File: src/rtl/pe_result_drain_pkg.sv
// Shared definitions for the PE row result drain: FSM states and index-width helper.
package pe_result_drain_pkg;

  typedef enum logic {
    IDLE   = 1'b0,
    STREAM = 1'b1
  } drain_state_e;

  // Index width for a table of n entries; never returns less than one bit.
  function automatic int clog2_min1(input int n);
    return (n <= 2) ? 1 : $clog2(n);
  endfunction

endpackage

File: src/rtl/pe_result_drain_slot_buf.sv
// Snapshot storage: SLOTS rows of N words, one full-row write, one word-wide read.
module pe_result_drain_slot_buf
  import pe_result_drain_pkg::*;
#(
  parameter int W     = 16,
  parameter int N     = 4,
  parameter int SLOTS = 2
) (
  input  logic                           clk,
  input  logic                           we,
  input  logic [clog2_min1(SLOTS)-1:0]   waddr,
  input  logic [N*W-1:0]                 wdata,
  input  logic [clog2_min1(SLOTS)-1:0]   raddr,
  input  logic [clog2_min1(N)-1:0]       ridx,
  output logic [W-1:0]                   rdata
);

  logic [W-1:0] mem [SLOTS][N];

  // Row write: every word of the snapshot lands in its slot on the capture edge.
  always_ff @(posedge clk) begin
    if (we) begin
      for (int k = 0; k < N; k++) begin
        mem[waddr][k] <= wdata[k*W +: W];
      end
    end
  end

  // Word read is combinational so a row written on edge t is readable right after it.
  always_comb begin
    rdata = mem[raddr][ridx];
  end

endmodule

File: src/rtl/pe_result_drain.sv
// Captures a PE row's accumulator outputs on done and streams them out one word per beat.
//
// state  | meaning
// IDLE   | no snapshot buffered, o_valid low
// STREAM | presenting word idx of the oldest snapshot, o_valid high
module pe_result_drain
  import pe_result_drain_pkg::*;
#(
  parameter int W     = 16,
  parameter int N     = 4,
  parameter int SLOTS = 2
) (
  input  logic                      i_clk,
  input  logic                      i_rst_n,
  input  logic                      i_done,
  input  logic [N*W-1:0]            i_C,
  output logic                      o_cap_rdy,
  output logic [W-1:0]              o_data,
  output logic [clog2_min1(N)-1:0]  o_idx,
  output logic                      o_last,
  output logic                      o_valid,
  input  logic                      i_ready,
  output logic                      o_overflow,
  input  logic                      i_clr_ovf
);

  localparam int IW = clog2_min1(N);
  localparam int PW = clog2_min1(SLOTS);
  localparam int OW = $clog2(SLOTS + 1);

  drain_state_e  state, state_nx;
  logic [IW-1:0] idx, idx_nx;
  logic [PW-1:0] wr_ptr, rd_ptr;
  logic [OW-1:0] occ, occ_nx;
  logic          ovf;
  logic          xfer, last_beat, free_slot, cap, ovf_set;
  logic [W-1:0]  rd_word;

  pe_result_drain_slot_buf #(
    .W     (W),
    .N     (N),
    .SLOTS (SLOTS)
  ) u_slot_buf (
    .clk   (i_clk),
    .we    (cap),
    .waddr (wr_ptr),
    .wdata (i_C),
    .raddr (rd_ptr),
    .ridx  (idx),
    .rdata (rd_word)
  );

  // State, beat index, pointers, occupancy and sticky overflow.
  always_ff @(posedge i_clk or negedge i_rst_n) begin
    if (!i_rst_n) begin
      state  <= IDLE;
      idx    <= '0;
      wr_ptr <= '0;
      rd_ptr <= '0;
      occ    <= '0;
      ovf    <= 1'b0;
    end else begin
      state <= state_nx;
      idx   <= idx_nx;
      occ   <= occ_nx;
      if (cap) begin
        wr_ptr <= (wr_ptr == PW'(SLOTS - 1)) ? '0 : wr_ptr + PW'(1);
      end
      if (free_slot) begin
        rd_ptr <= (rd_ptr == PW'(SLOTS - 1)) ? '0 : rd_ptr + PW'(1);
      end
      if (ovf_set) begin
        ovf <= 1'b1;
      end else if (i_clr_ovf) begin
        ovf <= 1'b0;
      end
    end
  end

  // Capture acceptance, occupancy update and stream sequencing.
  // A final-beat transfer frees its slot in the same cycle, so a done arriving
  // then is accepted even though o_cap_rdy (from the registered count) shows 0.
  always_comb begin
    last_beat = (state == STREAM) && (idx == IW'(N - 1));
    xfer      = (state == STREAM) && i_ready;
    free_slot = xfer && last_beat;
    cap       = i_done && ((occ != OW'(SLOTS)) || free_slot);
    ovf_set   = i_done && !cap;
    occ_nx    = occ + OW'(cap) - OW'(free_slot);
    state_nx  = state;
    idx_nx    = idx;
    case (state)
      IDLE: begin
        if (occ_nx != '0) state_nx = STREAM;
      end
      STREAM: begin
        if (xfer) begin
          if (last_beat) begin
            idx_nx = '0;
            if (occ_nx == '0) state_nx = IDLE;
          end else begin
            idx_nx = idx + IW'(1);
          end
        end
      end
      default: state_nx = IDLE;
    endcase
  end

  // Output decode; data is forced to zero while nothing is being presented.
  always_comb begin
    o_valid    = (state == STREAM);
    o_last     = last_beat;
    o_idx      = idx;
    o_data     = o_valid ? rd_word : '0;
    o_cap_rdy  = (occ != OW'(SLOTS));
    o_overflow = ovf;
  end

endmodule

File: config.mk
export PLATFORM = sky130hd
export DESIGN_NAME = pe_result_drain
export DESIGN_NICKNAME = d
export VERILOG_FILES = /design/src/rtl/pe_result_drain_pkg.sv /design/src/rtl/pe_result_drain_slot_buf.sv /design/src/rtl/pe_result_drain.sv
export SDC_FILE = /design/constraint.sdc
export NUM_CORES = 1
export LEC_CHECK = 0
export CORE_UTILIZATION = 25
export DETAILED_ROUTE_END_ITERATION = 10
export GPL_TIMING_DRIVEN = 0
export SLEW_MARGIN = 5
export SYNTH_ARGS = -nofsm -noshare
export SYNTH_HDL_FRONTEND = slang
export SYNTH_SLANG_ARGS = --single-unit
export TNS_END_PERCENT = 30
File: constraint.sdc
create_clock -name i_clk -period 4.8 [get_ports i_clk]
set_clock_uncertainty 0.1 [all_clocks]
set_input_delay 0.96 -clock i_clk [delete_from_list [all_inputs] [get_ports i_clk]]
set_output_delay 0.96 -clock i_clk [all_outputs]
set_load 0.05 [all_outputs]
# Yosys cells after proc, flatten, opt, wreduce, memory -nomap -nowiden
# Memories as Yosys holds them, arrays and structs flattened.
# Index checks and enable logic that the tools add are counted.
# word_totals
mem_bits_rw,128
output_inout_bits,22
word_cells,44
memories,1
regBits,8
input_bits,69
# op_classes
bitwise,2
mux,16
n_addsub,5
reduce_logical,11
n_eq_ne,2
order_cmp,1
# mem_list
name,depth,word_bits,read_ports,rd_clocked_by_memory_dff,write_ports,line,source
u_slot_buf.mem,2,64,1,0,1,pe_result_drain_slot_buf.sv:18,logic [W-1:0] mem [SLOTS][N];
# ops
op,n
16-bit two-way mux,3
16-bit binary-select mux with 2-bit select,1
1-bit two-way mux,10
1-bit logical AND,5
2-bit nonzero test,2
3-bit >= comparator (second input constant),1
2-bit NOT with 3-bit output,1
1-bit adder (second input constant),2
2-bit by 1-bit adder with 2-bit output,1
2-bit by 1-bit adder with 2-bit output (second input constant),1
2-bit equality test (second input constant),1
2-bit zero test,1
2-bit two-way mux,1
2-bit inequality test (second input constant),1
1-bit one-hot mux with 2 select lines,1
2-bit AND reduction,1
2-bit by 1-bit subtractor with 2-bit output,1
1-bit zero test,1
1-bit logical OR,1
1-bit NOT,1

# Longest topological paths before layout
# depth
word_depth,12
depth_mapped,10
ltp_nobuf,10

# Modules after synthesis
# A second synthesis with hierarchy kept.
# unflattened
hier_cells,236
hier_area_um2,5430.2
# modules_own_cells
mod,cells_per_inst,area_per_inst_um2,instances,seq_area_each_um2
pe_result_drain_slot_buf,187,4927.2,1,3843.7
pe_result_drain,49,503.0,1,200.2

# Least setup slack after synthesis
# OpenSTA, ideal clock, no wires.
# synth_path
kind,input-to-reg
startpoint,input i_ready
endpoint,"memory u_slot_buf.mem[0][0] in the netlist's numbering, enable pin"
required_ns,4.213
arrival_ns,4.054
path_slack_ns,0.160
setup_ns,0.487
path_stages,4
n_path_buf,0
path_cell_list,nand3_1 > inv_1 > o21ai_1 > nor2_1
# synth_between
elab_chain_len,6
# synth_lines
item,line,source
"start, declared",pe_result_drain.sv:22,"input logic i_ready,"
1-bit logical AND,pe_result_drain.sv:85,xfer = (state == STREAM) && i_ready;
1-bit logical AND,pe_result_drain.sv:86,free_slot = xfer && last_beat;
named net free_slot,pe_result_drain.sv:36,"logic xfer, last_beat, free_slot, cap, ovf_set;"
1-bit logical OR,pe_result_drain.sv:87,cap = i_done && ((occ != OW'(SLOTS)) || free_slot);
1-bit logical AND,pe_result_drain.sv:87,
1-bit two-way mux,pe_result_drain_slot_buf.sv:22,if (we) begin
1-bit two-way mux (implied by the code),pe_result_drain_slot_buf.sv:24,mem[waddr][k] <= wdata[k*W +: W];
"end, declared",pe_result_drain_slot_buf.sv:18,
# The timed path passes the listed nets, and every way through them passes these cells.

# Worst setup path after layout
# layout_path
startpoint,register idx[0] (netlist: o_idx[0])
endpoint,output o_data[6]
# layout_between
elab_chain_len,5
# layout_lines
item,line,source
"start, declared",pe_result_drain.sv:32,"logic [IW-1:0] idx, idx_nx;"
"start signal, assigned",pe_result_drain.sv:64,idx <= idx_nx;
2-bit NOT with 3-bit output (implied by the code),pe_result_drain_slot_buf.sv:31,rdata = mem[raddr][ridx];
16-bit binary-select mux with 2-bit select,pe_result_drain_slot_buf.sv:31,
16-bit two-way mux (implied by the code) (2 in series),pe_result_drain_slot_buf.sv:31,
16-bit two-way mux,pe_result_drain.sv:115,o_data = o_valid ? rd_word : '0;
"end, declared",pe_result_drain.sv:18,"output logic [W-1:0] o_data,"
# Every way passes these cells. The select of a mux whose other input is x is not followed.

==> flow_metrics.env <==
export IMPL_status="complete, no violations"
export IMPL_hold_violations=0
export IMPL_cp_data_required_time_ns=3.74
export IMPL_critPathLaunchType="register"
export IMPL_holdCritPathClass="register to register"
export IMPL_timing_final_max_slew_violations=0
export IMPL_yosys_area_top_type="edfxtp_1"
export IMPL_async_flop_share_pct=5.882
export IMPL_antenna_found_initial=0
export IMPL_synth_compound_area_share_pct=5.784
export IMPL_htree_levels=4
export IMPL_ys_seq_area_share_pct=75.99
export IMPL_clock_path_buffers=2
export IMPL_power_per_cell_area_nw_per_um2=704.6
export IMPL_yosys_most_used_dff="edfxtp_1"
export IMPL_synth_area_um2=5321
export IMPL_min_delay_start="occ[1]"
export IMPL_synthSimpleGateAreaFrac_pct=1.035
export IMPL_rr_worst_depth=10
export IMPL_cts_tree="done"
export IMPL_rows=53
export IMPL_yosys_top_cells_area="edfxtp_1, mux2i_1, mux4_2, dfrtp_1, mux4_1"
export IMPL_drt_iter0_markers=172
export IMPL_post_dp_hpwl_mm=8.054
export IMPL_synth_top_family_by_area="multiplexers"
export IMPL_synthXorXnorAreaFrac_pct=0.6584
export IMPL_netlist_instances=260
export IMPL_firstDrtPassIters=6
export IMPL_final_layout_size_suffix_gt1_share_pct=14.51
export IMPL_cts_root_buf="clkbuf_16"
export IMPL_whs_path_depth=1
export IMPL_yosysTopAreaCellShare_pct=72.23
export IMPL_slew_headroom_pct=57.78
export IMPL_area_growth_pct=36.73
export IMPL_ys_ff_latch=136
export IMPL_holdWs_ns=0.4211
export IMPL_endpoint_kind="output port"
export IMPL_start_util_pct=25.39
export IMPL_synth_common_cells="edfxtp_1, mux2i_1, a22oi_1, o211a_1, mux4_2"
export IMPL_yosysWarnings=0
export IMPL_dieWidth_um=147.9
export IMPL_drv_cap=0
export IMPL_die_h_um=147.9
export IMPL_antenna_left=0
export IMPL_gp_congestion=0.7179
export IMPL_setup_worst_path_class="register to output port"
export IMPL_clock_latency_ns=0.41
export IMPL_clock_sinks=136
export IMPL_postCtsResizedCells=0
export IMPL_grt_ovfl_total=0
export IMPL_grt_max_degree=31
export IMPL_utilization_pct=34.72
export IMPL_cts_buffers=17
export IMPL_die_area_um2=21870
export IMPL_r2r_slack_ns=2.04
export IMPL_synth_edff_count=128
export IMPL_r2r_end="o_valid"
export IMPL_final_nets=445
export IMPL_ys_types=26
export IMPL_rr_startpoint="o_idx[0]"
export IMPL_grt_first_pass_wirelength_mm=17.56
export IMPL_rsz0062_at_grt="no"
export IMPL_finalSetupTns_ns=0
export IMPL_ctsHoldBuffers=0
export IMPL_ios=91
export IMPL_min_delay_worst_endpoint="occ[1]"
export IMPL_drcViolationCount=0
export IMPL_cts_setup_buffers=0
export IMPL_fill_cells=1995
export IMPL_vdd_drop_max_uv=226.8
export IMPL_core_um2=20960
export IMPL_routed_wl_mm=11.50
export IMPL_synth_fa_ha_area_share_pct=0.7054
export IMPL_tightest_slew_ns=0.6334
export IMPL_synth_most_common_cell="edfxtp_1"
export IMPL_vias=2765
export IMPL_fin_crit_sh_pct=84.15
export IMPL_grt_pass1_vias=3108
export IMPL_avgSynthCellArea_um2=20.47
export IMPL_portBuffers=90
export IMPL_cp_max_fo=10
export IMPL_syn_nets=332
export IMPL_wire_per_inst_um=17.37
export IMPL_finalSetupViolCount=0
export IMPL_muxShareOfSynthArea_pct=13.50
export IMPL_via_per_inst=4.177
export IMPL_max_freq_mhz=247.6
export IMPL_fin_crit_ns=4.039
export IMPL_arrival_ns=2.98
export IMPL_clkTransAtPathRegs_ns=0.06
export IMPL_p_leak_nw=2.537
export IMPL_grt_total_usage_pct=11.27
[area by class of cell]
type                    count  area, um2  share of cell area (%)
diodes                      1      2.502                 0.03439
plain buffers              16      105.1                   1.445
clock buffers              19      432.9                   5.950
clock inverters            13      178.9                   2.459
inverters                   5      18.77                  0.2580
multi-input cells         103       1169                   16.06
flip-flops and latches    136       4044                   55.58
well taps                 275      344.1                   4.729
repair buffers             94      980.9                   13.48
[layer usage]
| layer | routed length [um] | track usage (%) |
|---|---|---|
| met5 | 0 | 0 |
| met4 | 352 | 6.289 |
| met3 | 487 | 3.426 |
| met2 | 5841 | 19.10 |
| met1 | 4819 | 12.62 |
[cells in the final DEF, fill, tap and decap left out, drive strengths merged, types with 5 or more instances in the layout]
cell type	Yosys	layout
a22oi	16	16
buf	10	14
clkbuf	6	25
clkdlybuf4s50	0	90
clkinv	0	8
dfrtp	8	8
edfxtp	128	128
inv	5	5
mux2i	32	32
mux4	16	16
o211a	16	16
[through the flow]
step           std cells  cell area, um2  power, mW  setup slack (ns)
2_1_floorplan        260            5321      3.133            0.1596
3_3_place_gp         625            6566      3.806            -1.966
3_5_place_dp         629            6661      3.867             1.160
4_1_cts              661            7273      5.209            0.7038
5_1_grt              661            7273      5.361            0.6189
6_report             662            7276      5.127            0.7607
[report_power, final]
part | total, mW | internal (mW) | switching (mW) | leakage (nW)
clock | 1.33 | 0.865 | 0.462 | 0.300
combinational | 2.10 | 0.814 | 1.29 | 0.954
sequential | 1.70 | 1.63 | 0.0741 | 1.28
total | 5.13 | 3.31 | 1.82 | 2.54
[critical path: stages, from the launching register on]
cell and delay [ns]:
dfrtp_1 0.41, buf_2 0.21, and2_1 0.15, clkbuf_1 0.22, buf_4 0.25, a22oi_1 0.28, o211a_1 0.20, clkdlybuf4s50_1 0.83
[registers in the layout (all words and copies together), names as in the netlist]
name	flops
o_valid	1
occ	2
o_overflow	1
rd_ptr	1
o_idx	2
wr_ptr	1
u_slot_buf.mem	128
[kinds of logic (layout without fill, tap and decap cells)]
kind of cell / Yosys count / count (layout)
DFF: 136 / 136
muxes: 49 / 49
AOI/OAI and AO/OA: 36 / 36
buffers and inverters: 21 / 147
and+or+nand+nor: 11 / 11
xor gates and xnor gates: 4 / 4
adders and majority gates: 3 / 3
other: 0 / 1
[worst max-delay path by stage]
| stage | slack (ns) | from | to |
|---|---|---|---|
| after floorplan | 0.16 | i_ready | u_slot_buf.mem[0][0] |
| after global placement | -1.97 | i_ready | u_slot_buf.mem[0][28] |
| after detailed placement | 1.16 | o_idx[0] | o_data[6] |
| after CTS | 0.70 | o_idx[0] | o_data[6] |
| after global routing | 0.62 | o_idx[0] | o_data[6] |
| final | 0.76 | o_idx[0] | o_data[6] |
No activity file was read; power rests on OpenSTA's default activity.
